--- config.mk ---
export PLATFORM = sky130hd
export DESIGN_NAME = cache_fill_arbiter
export DESIGN_NICKNAME = d
export VERILOG_FILES = /design/src/rtl/cache_fill_arbiter.sv
export SDC_FILE = /design/constraint.sdc
export NUM_CORES = 1
export LEC_CHECK = 0
export ABC_AREA = 1
export CAP_MARGIN = 20
export CORE_MARGIN = 2
export CORE_UTILIZATION = 29
export DETAILED_ROUTE_END_ITERATION = 10
export SLEW_MARGIN = 20
export SYNTH_ARGS = -nofsm -noshare
export SYNTH_HDL_FRONTEND = slang
export SYNTH_SLANG_ARGS = --single-unit
--- constraint.sdc ---
create_clock -name clk -period 2.2 [get_ports clk]
set_clock_uncertainty 0.2 [all_clocks]
set_input_delay 0.44 -clock clk [delete_from_list [all_inputs] [get_ports clk]]
set_output_delay 0.44 -clock clk [all_outputs]
set_load 0.05 [all_outputs]
--- src/rtl/cache_fill_arbiter.sv ---
// cache_fill_arbiter
// Shares one external 16-bit word port between the program cache (line
// fills) and the data cache (line fills and write-backs). Each grant runs
// one aligned LINE_WORDS burst. Read words go to the owning cache one cycle
// after their ack. A one-cycle done pulse marks the end of the burst.
module cache_fill_arbiter #(
    parameter int ADDR_WIDTH = 24,
    parameter int LINE_WORDS = 8,
    parameter int WORD_BITS  = 3
) (
    input  logic                  clk,
    input  logic                  reset,
    // program cache side
    input  logic                  p_req,
    input  logic [ADDR_WIDTH-1:0] p_addr,
    output logic [15:0]           p_rdata,
    output logic                  p_valid,
    output logic [WORD_BITS-1:0]  p_word,
    output logic                  p_done,
    // data cache side
    input  logic                  d_req,
    input  logic                  d_we,
    input  logic [ADDR_WIDTH-1:0] d_addr,
    input  logic [15:0]           d_wdata,
    output logic [WORD_BITS-1:0]  d_widx,
    output logic [15:0]           d_rdata,
    output logic                  d_valid,
    output logic [WORD_BITS-1:0]  d_word,
    output logic                  d_done,
    // external memory side
    output logic                  mem_req,
    output logic                  mem_we,
    output logic [ADDR_WIDTH-1:0] mem_addr,
    output logic [15:0]           mem_wdata,
    input  logic [15:0]           mem_rdata,
    input  logic                  mem_ack,
    // status
    output logic                  busy,
    output logic                  owner
);

    typedef enum logic [1:0] {
        ST_IDLE  = 2'd0,
        ST_BURST = 2'd1,
        ST_DONE  = 2'd2
    } state_t;

    // Index of the final word in a line, and the mask that clears the word
    // offset so every burst starts on a line boundary.
    localparam logic [WORD_BITS-1:0]  LAST_IDX  = WORD_BITS'(LINE_WORDS - 1);
    localparam logic [ADDR_WIDTH-1:0] LINE_MASK = ~(ADDR_WIDTH'(LINE_WORDS - 1));

    state_t                  r_state;
    state_t                  w_state_next;
    logic [WORD_BITS-1:0]    r_count;
    logic [ADDR_WIDTH-1:0]   r_base;
    logic                    r_we;
    logic                    r_owner;
    logic                    r_last_owner;
    logic [15:0]             r_p_rdata;
    logic [WORD_BITS-1:0]    r_p_word;
    logic                    r_p_valid;
    logic                    r_p_done;
    logic [15:0]             r_d_rdata;
    logic [WORD_BITS-1:0]    r_d_word;
    logic                    r_d_valid;
    logic                    r_d_done;

    logic                    w_grant;
    logic                    w_grant_owner;
    logic                    w_ack;
    logic                    w_last;
    logic [ADDR_WIDTH-1:0]   w_sel_addr;

    // A word completes only while a transfer is actually requested, so
    // stray acks in IDLE/DONE have no effect.
    assign w_ack      = (r_state == ST_BURST) && mem_ack;
    assign w_last     = (r_count == LAST_IDX);
    assign w_sel_addr = w_grant_owner ? d_addr : p_addr;

    // Next-state and grant decision; round-robin favours the side that
    // did not own the previous burst.
    always_comb begin
        w_state_next  = r_state;
        w_grant       = 1'b0;
        w_grant_owner = 1'b0;
        case (r_state)
            ST_IDLE: begin
                if (p_req && d_req) begin
                    w_grant       = 1'b1;
                    w_grant_owner = ~r_last_owner;
                end else if (p_req) begin
                    w_grant       = 1'b1;
                    w_grant_owner = 1'b0;
                end else if (d_req) begin
                    w_grant       = 1'b1;
                    w_grant_owner = 1'b1;
                end else begin
                    w_grant       = 1'b0;
                end
                if (w_grant) begin
                    w_state_next = ST_BURST;
                end else begin
                    w_state_next = ST_IDLE;
                end
            end
            ST_BURST: begin
                if (w_ack && w_last) begin
                    w_state_next = ST_DONE;
                end else begin
                    w_state_next = ST_BURST;
                end
            end
            ST_DONE: begin
                w_state_next = ST_IDLE;
            end
            default: begin
                w_state_next = ST_IDLE;
            end
        endcase
    end

    // State register.
    always_ff @(posedge clk) begin
        if (reset) begin
            r_state <= ST_IDLE;
        end else begin
            r_state <= w_state_next;
        end
    end

    // Burst bookkeeping plus registered read forwarding and done pulses.
    always_ff @(posedge clk) begin
        if (reset) begin
            r_count      <= '0;
            r_base       <= '0;
            r_we         <= 1'b0;
            r_owner      <= 1'b0;
            r_last_owner <= 1'b1;
            r_p_rdata    <= 16'h0000;
            r_p_word     <= '0;
            r_p_valid    <= 1'b0;
            r_p_done     <= 1'b0;
            r_d_rdata    <= 16'h0000;
            r_d_word     <= '0;
            r_d_valid    <= 1'b0;
            r_d_done     <= 1'b0;
        end else begin
            r_p_valid <= 1'b0;
            r_d_valid <= 1'b0;
            r_p_done  <= 1'b0;
            r_d_done  <= 1'b0;
            if (w_grant) begin
                r_base       <= w_sel_addr & LINE_MASK;
                r_we         <= w_grant_owner & d_we;
                r_owner      <= w_grant_owner;
                r_last_owner <= w_grant_owner;
                r_count      <= '0;
            end else if (w_ack) begin
                r_count <= r_count + WORD_BITS'(1);
                if (!r_we) begin
                    if (r_owner) begin
                        r_d_rdata <= mem_rdata;
                        r_d_word  <= r_count;
                        r_d_valid <= 1'b1;
                    end else begin
                        r_p_rdata <= mem_rdata;
                        r_p_word  <= r_count;
                        r_p_valid <= 1'b1;
                    end
                end else begin
                    r_p_valid <= 1'b0;
                end
                if (w_last) begin
                    r_p_done <= ~r_owner;
                    r_d_done <= r_owner;
                end else begin
                    r_p_done <= 1'b0;
                end
            end else begin
                r_count <= r_count;
            end
        end
    end

    // The base has its word offset cleared, so OR-ing in the count keeps
    // the address inside the line with no carry into the line bits.
    assign mem_req   = (r_state == ST_BURST);
    assign mem_we    = mem_req & r_we;
    assign mem_addr  = r_base | ADDR_WIDTH'(r_count);
    assign mem_wdata = mem_req ? d_wdata : 16'h0000;
    assign d_widx    = r_count;

    assign busy    = (r_state != ST_IDLE);
    assign owner   = r_owner;
    assign p_rdata = r_p_rdata;
    assign p_word  = r_p_word;
    assign p_valid = r_p_valid;
    assign p_done  = r_p_done;
    assign d_rdata = r_d_rdata;
    assign d_word  = r_d_word;
    assign d_valid = r_d_valid;
    assign d_done  = r_d_done;

endmodule

==> flow_summary.yaml, run 1 <==
floorplan:
  die_h_um: 109
  ioPinCount: 175
  row_count: 38
  initial_core_util: 0.295
  die_x_um: 109
  die-area_um2: 11800
  core_um2: 10700
worst_setup_path:
  cpMaxStageDelayCell: "clkdlybuf4s50_1"
  r2r_start: "r_state[1]"
  worst-setup-path-type: "reg2out"
  reg2reg_depth: 6
  startpoint_type: "register"
  critPathMaxStageDelay_ps: 820
  crit_path_cell_trace: "clkdlybuf4s50_1"
  cp.buffers_inverters: 1
  required_ps: 1560
  crit_family: "buffers and inverters"
  cp_max_fo: 2
  reg2reg_slack_ps: 600
  endpoint_kind: "output port"
  arrival_ps: 1500
  timing.rr.end: "r_base[23]"
sta:
  maxSlewViolCount: 0
  tightest_slew_ps: 547
  fmax_ghz: 0.467
  setup_viol: 0
  min_period_ps: 2140
  finalCritPeriodShare: 0.973
  rsz0062_at_grt: "true"
  slew_headroom: 0.634
  report.final.hold_viol_count: 0
layout:
  fillers: 1114
  finalNonFillerCells: 765
  diodes: 0
  multi_input_area_um2: 1370
  syn_to_final_growth_pct: 69.5
  final_core_utilization: 0.500
  final_nets: 708
  final-seq-area_um2: 1420
  drive_above_1_share: 0.107
  design_area_um2: 5370
hold_path:
  worstHoldPathCells: 2
  hp-class: "reg2reg"
  holdCritStartpoint: "r_base[19]"
  hold_end: "r_base[19]"
grt:
  overflow: 0
  grt_usage: 0.155
  grt_max_degree: 46
  grt_pass1_wl_um: 14400
  antenna_found_initial: 0
  grt_pass1_vias: 3037
synthesis:
  synth_fp_nets: 544
  synth.distinct_cells: 23
  synthCells: 456
  seq_area_frac_synth: 0.449
  synth_area_um2: 3170
  yosys_warnings: 0
  ys_ff_latch: 71
  syn_avg_cell_area_um2: 6.94
clocking:
  clkTransAtPathRegs_ps: 70
  cts.sinks: 71
  root_buffer: "clkbuf_8"
  numCtsBuffers: 9
  cts_buffer_depth: 2
  ctsHtreeMaxLevel: 3
  clock_latency_ps: 330
  tritoncts: "built"
  cts_setup_buffers: 0
power:
  p_leak_nw: 2.50
  power_w: 0.00343
  irDropWorstVdd_mv: 0.287
  pwr_density_cell_nw_per_um2: 640
detailed_routing:
  dr.pass1.iters: 4
  ant_nets: 0
  via_per_inst: 4.30
  drc: 0
  drt_iter0_drc: 104
  wirelength_um: 9030
  wl_per_cell_um: 11.8
  vias: 3292
placed_design:
  dpl_cell_area_um2: 5170
  dpl.cell_count: 749
  dp_hpwl_um: 6750
  portBuffers: 168
  gp_congestion: 0.774
job:
  cap_viol_max_count: 0
status:
  status: "finished, final reports clean"
## registers in the layout, summed over array words and instances (netlist names)
register	flops
r_base	21
d_rdata	16
p_rdata	16
d_widx	3
d_word	3
p_word	3
r_state	2
d_done	1
d_valid	1
owner	1
p_done	1
p_valid	1
r_last_owner	1
r_we	1
## cells in the mapped netlist
cell type,number,area (µm²)
buf_4,7,52.6
buf_1,6,22.5
ha_1,2,25.0
o211ai_1,21,158
nand3_2,4,40.0
nor2_4,3,33.8
nor3_1,3,15.0
nand3_1,40,200
buf_6,2,22.5
nor2_1,97,364
inv_1,64,240
dfxtp_1,71,1420
o21ai_0,1,5.00
inv_2,2,7.51
clkbuf_1,5,18.8
buf_2,5,25.0
o22ai_1,1,6.26
a21oi_1,3,15.0
nor2_2,1,6.26
nand2_1,112,420
nor2_8,2,40.0
a211oi_1,2,15.0
nand2_2,2,12.5
## cell usage in the layout (no fill, tap or decap), types with 3 or more instances in the layout
cell type and instances:
o211ai_1 21, dfxtp_1 71, buf_12 22, nand2_1 111, dlymetal6s2s_1 3, clkbuf_8 10, inv_1 64, nor2_1 96
clkdlybuf4s50_1 135, nand2_2 3, nor2_4 3, nor3_1 3, clkbuf_1 3, buf_4 15, dlygate4sd2_1 3, nand3_1 40
nand3_2 4
## layout make-up
cell class / instances / area share
timing repair buffer: 178 / 0.367
multi-input combinational: 294 / 0.254
clock inverter: 3 / 0.00792
clock buffer: 13 / 0.0277
sequential: 71 / 0.265
inverter: 66 / 0.0461
tap: 140 / 0.0326
## timing repair
action | in CTS | in global routing
endpoints found under the setup margin | 20 | 4
hold buffers | 0 | 0
hold endpoints to repair | 0 | 0
resized for setup | 4 | 4
pin swaps | 0 | 0
## logic make-up (layout without fill, tap and decap cells)
group	count (synthesis)	in the layout	synth area share
adder cells (fa/ha/maj)	2	2	0.00790
AO/OA/AOI/OAI	28	28	0.0628
buffers and inverters	91	260	0.123
flip-flops	71	71	0.449
AND/OR/NAND/NOR	264	264	0.358
## where the power goes
| part | internal (W) | total, W | leakage [nW] | switching [W] |
|---|---|---|---|---|
| Combinational | 0.000414 | 0.00101 | 1.83 | 0.000598 |
| Sequential | 0.00136 | 0.00140 | 0.579 | 0.0000413 |
| Clock | 0.000555 | 0.00102 | 0.0936 | 0.000470 |
## stage by stage
step	setup WS (ps)	hold slack, ps	setup TNS [ps]
after floorplan	129	229	0
after global placement	131	235	0
after detailed placement	104	240	0
after CTS	28.7	258	0
after global routing	-6.67	275	-12.3
final	60.0	252	0
## worst max path at each step
| stage | start | end | slack (ps) | depth (start not counted) |
|---|---|---|---|---|
| 2_1_floorplan | r_state[0] | mem_wdata[10] | 130 | 3 |
| 3_3_place_gp | d_req | r_base[23] | 130 | 8 |
| 3_5_place_dp | d_req | p_word[2] | 100 | 8 |
| 4_1_cts | r_base[10] | mem_addr[10] | 30 | 1 |
| 5_1_grt | r_state[0] | mem_wdata[1] | -7 | 3 |
| 6_report | r_base[10] | mem_addr[10] | 60 | 1 |
## layer usage
layer | up-vias | part of all wire | global-route usage
li1 | 1722 | - | -
met4 | 0 | 0.014 | 0.0632
met2 | 137 | 0.46 | 0.250
met1 | 1422 | 0.43 | 0.187
met3 | 11 | 0.098 | 0.0573
met5 | - | 0 | 0
Power figures use the tool's default switching activity.
==> run 2, diff against run 1 <==
- CAP_MARGIN: 20 -> 0
==> results of run 2 <==
Final layout, timing and power as in run 1 (identical DEF).
